File: config.mk
export PLATFORM = sky130hd
export DESIGN_NAME = score_keeper
export DESIGN_NICKNAME = d
export VERILOG_FILES = /design/src/rtl/pong_pkg.sv /design/src/rtl/seg7_decode.sv /design/src/rtl/score_keeper.sv
export SDC_FILE = /design/constraint.sdc
export NUM_CORES = 1
export LEC_CHECK = 0
export ABC_AREA = 1
export CORE_ASPECT_RATIO = 0.7
export CORE_UTILIZATION = 53
export DETAILED_ROUTE_END_ITERATION = 12
export PLACE_DENSITY = 0.77
export RECOVER_POWER = 25
export SLEW_MARGIN = 20
export SYNTH_ARGS = -nofsm -noshare
export SYNTH_HDL_FRONTEND = slang
export SYNTH_SLANG_ARGS = --single-unit
export TNS_END_PERCENT = 1
File: constraint.sdc
create_clock -name clk -period 4.3 [get_ports clk]
set_input_delay 0.86 -clock clk [delete_from_list [all_inputs] [get_ports clk]]
set_output_delay 0.86 -clock clk [all_outputs]
set_load 0.01 [all_outputs]
File: src/rtl/pong_pkg.sv
// Shared types and constants for the pong score keeper: FSM states and
// seven-segment digit codes ordered {g,f,e,d,c,b,a}, active-high.
package pong_pkg;

  typedef enum logic [1:0] {
    StPause = 2'd0,
    StPlay  = 2'd1,
    StOver  = 2'd2
  } state_e;

  typedef logic [6:0] seg_t;

  localparam seg_t Seg0     = 7'b0111111;
  localparam seg_t Seg1     = 7'b0000110;
  localparam seg_t Seg2     = 7'b1011011;
  localparam seg_t Seg3     = 7'b1001111;
  localparam seg_t Seg4     = 7'b1100110;
  localparam seg_t Seg5     = 7'b1101101;
  localparam seg_t Seg6     = 7'b1111101;
  localparam seg_t Seg7     = 7'b0000111;
  localparam seg_t Seg8     = 7'b1111111;
  localparam seg_t Seg9     = 7'b1101111;
  localparam seg_t SegBlank = 7'b0000000;

endpackage

File: src/rtl/seg7_decode.sv
// Combinational BCD to seven-segment decode; values 10-15 blank the digit.
module seg7_decode
  import pong_pkg::*;
(
  input  logic [3:0] digit,
  output seg_t       seg
);

  always_comb begin
    seg = SegBlank;
    case (digit)
      4'd0:    seg = Seg0;
      4'd1:    seg = Seg1;
      4'd2:    seg = Seg2;
      4'd3:    seg = Seg3;
      4'd4:    seg = Seg4;
      4'd5:    seg = Seg5;
      4'd6:    seg = Seg6;
      4'd7:    seg = Seg7;
      4'd8:    seg = Seg8;
      4'd9:    seg = Seg9;
      default: seg = SegBlank;
    endcase
  end

endmodule

File: src/rtl/score_keeper.sv
// Pong score keeper: counts goals, paces serves on frame ticks, detects the
// winner and drives registered seven-segment codes for both scores.
module score_keeper
  import pong_pkg::*;
#(
  parameter int unsigned WIN_SCORE    = 9,
  parameter int unsigned PAUSE_FRAMES = 60
) (
  input  logic       clk,
  input  logic       rst_n,
  input  logic       frame_tick,
  input  logic       goal_l,
  input  logic       goal_r,
  input  logic       restart,
  output logic [3:0] score_l,
  output logic [3:0] score_r,
  output logic [6:0] seg_l,
  output logic [6:0] seg_r,
  output logic       ball_en,
  output logic       serve,
  output logic       game_over,
  output logic       winner
);

  localparam logic [3:0] WinScore  = 4'(WIN_SCORE);
  localparam logic [7:0] PauseLast = 8'(PAUSE_FRAMES - 1);

  state_e     state_q, state_d;
  logic [7:0] pause_cnt_q, pause_cnt_d;
  logic [3:0] score_l_q, score_l_d, score_r_q, score_r_d;
  seg_t       seg_l_q, seg_l_d, seg_r_q, seg_r_d;
  logic       serve_q, serve_d;
  logic       game_over_q, game_over_d;
  logic       winner_q, winner_d;
  seg_t       dec_l, dec_r;

  seg7_decode u_dec_l (
    .digit (score_l_q),
    .seg   (dec_l)
  );

  seg7_decode u_dec_r (
    .digit (score_r_q),
    .seg   (dec_r)
  );

  always_comb begin
    state_d     = state_q;
    pause_cnt_d = pause_cnt_q;
    score_l_d   = score_l_q;
    score_r_d   = score_r_q;
    game_over_d = game_over_q;
    winner_d    = winner_q;
    serve_d     = 1'b0;
    // Decodes the current score, so segments trail the score by one cycle.
    seg_l_d     = dec_l;
    seg_r_d     = dec_r;

    if (restart) begin
      state_d     = StPause;
      pause_cnt_d = 8'd0;
      score_l_d   = 4'd0;
      score_r_d   = 4'd0;
      game_over_d = 1'b0;
      winner_d    = 1'b0;
    end else begin
      unique case (state_q)
        StPause: begin
          if (frame_tick) begin
            if (pause_cnt_q == PauseLast) begin
              state_d     = StPlay;
              serve_d     = 1'b1;
              pause_cnt_d = 8'd0;
            end else begin
              pause_cnt_d = pause_cnt_q + 8'd1;
            end
          end
        end
        StPlay: begin
          // Simultaneous goals are treated as a glitch and dropped.
          if (goal_l ^ goal_r) begin
            if (goal_l) score_l_d = score_l_q + 4'd1;
            else        score_r_d = score_r_q + 4'd1;
            if ((goal_l ? score_l_d : score_r_d) == WinScore) begin
              state_d     = StOver;
              game_over_d = 1'b1;
              winner_d    = goal_r;
            end else begin
              state_d     = StPause;
              pause_cnt_d = 8'd0;
            end
          end
        end
        StOver: ;
        default: state_d = StPause;
      endcase
    end
  end

  always_ff @(posedge clk) begin
    if (!rst_n) begin
      state_q     <= StPause;
      pause_cnt_q <= 8'd0;
      score_l_q   <= 4'd0;
      score_r_q   <= 4'd0;
      seg_l_q     <= Seg0;
      seg_r_q     <= Seg0;
      serve_q     <= 1'b0;
      game_over_q <= 1'b0;
      winner_q    <= 1'b0;
    end else begin
      state_q     <= state_d;
      pause_cnt_q <= pause_cnt_d;
      score_l_q   <= score_l_d;
      score_r_q   <= score_r_d;
      seg_l_q     <= seg_l_d;
      seg_r_q     <= seg_r_d;
      serve_q     <= serve_d;
      game_over_q <= game_over_d;
      winner_q    <= winner_d;
    end
  end

  assign score_l   = score_l_q;
  assign score_r   = score_r_q;
  assign seg_l     = seg_l_q;
  assign seg_r     = seg_r_q;
  assign ball_en   = (state_q == StPlay);
  assign serve     = serve_q;
  assign game_over = game_over_q;
  assign winner    = winner_q;

endmodule

==> results.cfg <==
[sta]
worst_hold_slack_ns = 0.457
setup_viol = 0
tightest_slew_ns = 0.400
rsz0062_at_grt = no
hold_viol = 0
maxSlewViolCount = 0
slew_headroom = 0.733
layout_min_cycle_time_ns = 2.42
final.period_utilization = 0.563
finClkSkew_ns = 0.00286
fin_tns_setup_ns = 0
max_freq_mhz = 413

[yosys]
synth_compound_area_frac = 0.128
synth_top_family_by_area = simple AND/OR/NAND/NOR gates
ys_ff_latch = 35
avgSynthCellArea_um2 = 7.57
synth_cells = 255
yosysTopAreaCellShare = 0.363
synth-simple-area-share = 0.294
synth_mux_area_frac = 0
yosysTopAreaCell = dfxtp_1
yosys_warnings = 0
synthTopCellsByArea = dfxtp_1 (36%), nand2_1 (11%), ha_1 (9.7%), nor2_1 (5.6%), a21oi_1 (5.2%)
synthAdderAreaFrac = 0.0973
yosysSeqAreaShare = 0.363
synth.distinct_cells = 29
syn_nets = 276
syn_area_mm2 = 0.00193
synth-xor-area-share = 0.0227

[setup_path]
worst_setup_path_end_kind = output pin
arrival_ns = 1.56
critPathLaunchType = flip-flop
crit_path_max_fanout = 8
path_class = flip-flop to output pin
worst_ep_required_time_ns = 3.44

[floorplan]
core_mm2 = 0.00330
initial_utilization = 0.585
dieWidth_um = 74.1
num_io_pins = 32
die_area_mm2 = 0.00389
die_h_um = 52.5
fp-row-count = 17

[detailed_routing]
antenna_left = 0
wire_per_inst_um = 12.1
vias = 1702
drt_first_pass_iters = 4
drtIter0Drc = 113
remaining_drc_errors = 0
vias_per_cell = 5.07
drt-total-wl_mm = 4.07

[power]
power_frac_seq = 0.525
peakVddDrop_uv = 204
p_leak_nw = 0.989
combPwrFrac = 0.051
clkPwrFrac = 0.424
p_sw_mw = 0.142
p_sw_frac = 0.226
p_total_mw = 0.626
power_density_mw_per_mm2 = 267
internal_power_mw = 0.484

[global_routing]
grt_pass1_vias = 1513
grt.total_usage = 0.241
grt_max_degree = 15
antenna_found_initial = 0
grt-ovfl-total = 0
grt_pass1_wl_mm = 6.92

[clock_network]
htreeDepth = 2
clk_latency_ns = 0.29
clock-sinks = 35
clockBufferDepth = 2
cts-resized-gates = 0
hold_buffers = 0
cts_tree = done
cts_setup_buffers = 0
clk_pin_slew_ns = 0.07
numCtsBuffers = 5
cts_root_buffer = clkbuf_8

[finish]
n_fill_cell = 290
nets = 309
diodes = 0
utilization = 0.712
layout_commonest_cell = nand2_1
drive_above_1_share = 0.100
finalInstanceArea_mm2 = 0.00235
mostFrequentLayoutCells = nand2_1 (55), dfxtp_1 (35), nor2_1 (29), clkdlybuf4s50_1 (29), inv_1 (26)
syn2layout_area_growth_pct = 21.6

[worst_hold_path]
hold_class = flip-flop to flip-flop

[run_status]
status = finished clean

[job]
cap_violations = 0

[placement]
placed_area_mm2 = 0.00225
hpwlAfterDp_mm = 2.88
routabilityCongestion = 0.809
io_buffers = 31
## worst max-delay path, stage by stage (launching register included)
cell and delay, ns:
dfxtp_1 0.34, inv_1 0.09, nor2_4 0.24, clkdlybuf4s50_1 0.59
## cells in the mapped netlist
cell type,instances
a211oi_1,2
o31ai_4,1
nor2_2,3
nand3_1,18
o21ai_0,12
nand4_1,3
inv_2,4
clkbuf_1,1
ha_1,15
inv_6,1
inv_1,26
buf_6,5
a21oi_1,20
nand2_1,55
nand2_4,1
nand3b_1,2
a31o_2,1
nor3_1,4
nand2_2,1
dfxtp_1,35
nand3_2,5
a31oi_1,1
a22oi_1,1
xnor2_1,1
nor2_4,2
nor2_1,29
o21ai_4,1
a211oi_2,1
xor2_1,4
## stage by stage
step	cells	worst slack (ns)
floorplan	255	2.44
finish	336	1.88
global route	336	1.77
CTS	336	1.90
global placement	328	1.73
detailed placement	328	1.69
## per-layer routing
layer / vias up / part of all wire / wire length [um] / track usage
met5: - / 0 / 0 / 0
met4: 0 / 0.015 / 63 / 0.103
met3: 7 / 0.059 / 239 / 0.0596
met2: 43 / 0.42 / 1710 / 0.345
met1: 764 / 0.50 / 2050 / 0.338
li1: 888 / - / - / -
## kinds of logic after synthesis
logic type / count (synthesis)
compound gates: 40
xor+xnor: 5
fa+ha+maj: 15
buf+inv: 37
flops: 35
simple gates: 123
## cell type report
cell class / count / area, um2 / area share
Timing Repair Buffer: 32 / 318 / 0.135
Clock buffer: 8 / 100 / 0.0427
Sequential cell: 35 / 701 / 0.299
Tap cell: 47 / 58.8 / 0.0251
Inverter: 31 / 121 / 0.0517
Multi-Input combinational cell: 183 / 1050 / 0.446
## power by group through the flow
stage                     clock, mW  sequential [mW]  combinational (mW)
after floorplan                   0            0.335              0.0227
after global placement            0            0.336              0.0311
after detailed placement          0            0.336              0.0317
after CTS                     0.267            0.328              0.0321
after global routing          0.278            0.328              0.0363
final                         0.265            0.328              0.0321
## state kept, by name, summed over array words and instances, names as in the netlist
register,count
score_l,4
seg_l,7
seg_r,7
pause_cnt_q,8
winner,1
game_over,1
score_r,4
serve,1
state_q,2
## worst paths after layout
| path | from | end | slack, ns | depth (start not counted) |
|---|---|---|---|---|
| worst min-delay path | game_over | game_over | 0.46 | 2 |
| worst max register to register | score_r[0] | pause_cnt_q[5] | 2.08 | 7 |
| worst min register to register | game_over | game_over | 0.46 | 2 |
| worst max-delay path | state_q[0] | ball_en | 1.88 | 3 |
No activity file was read; power rests on OpenSTA's default activity.
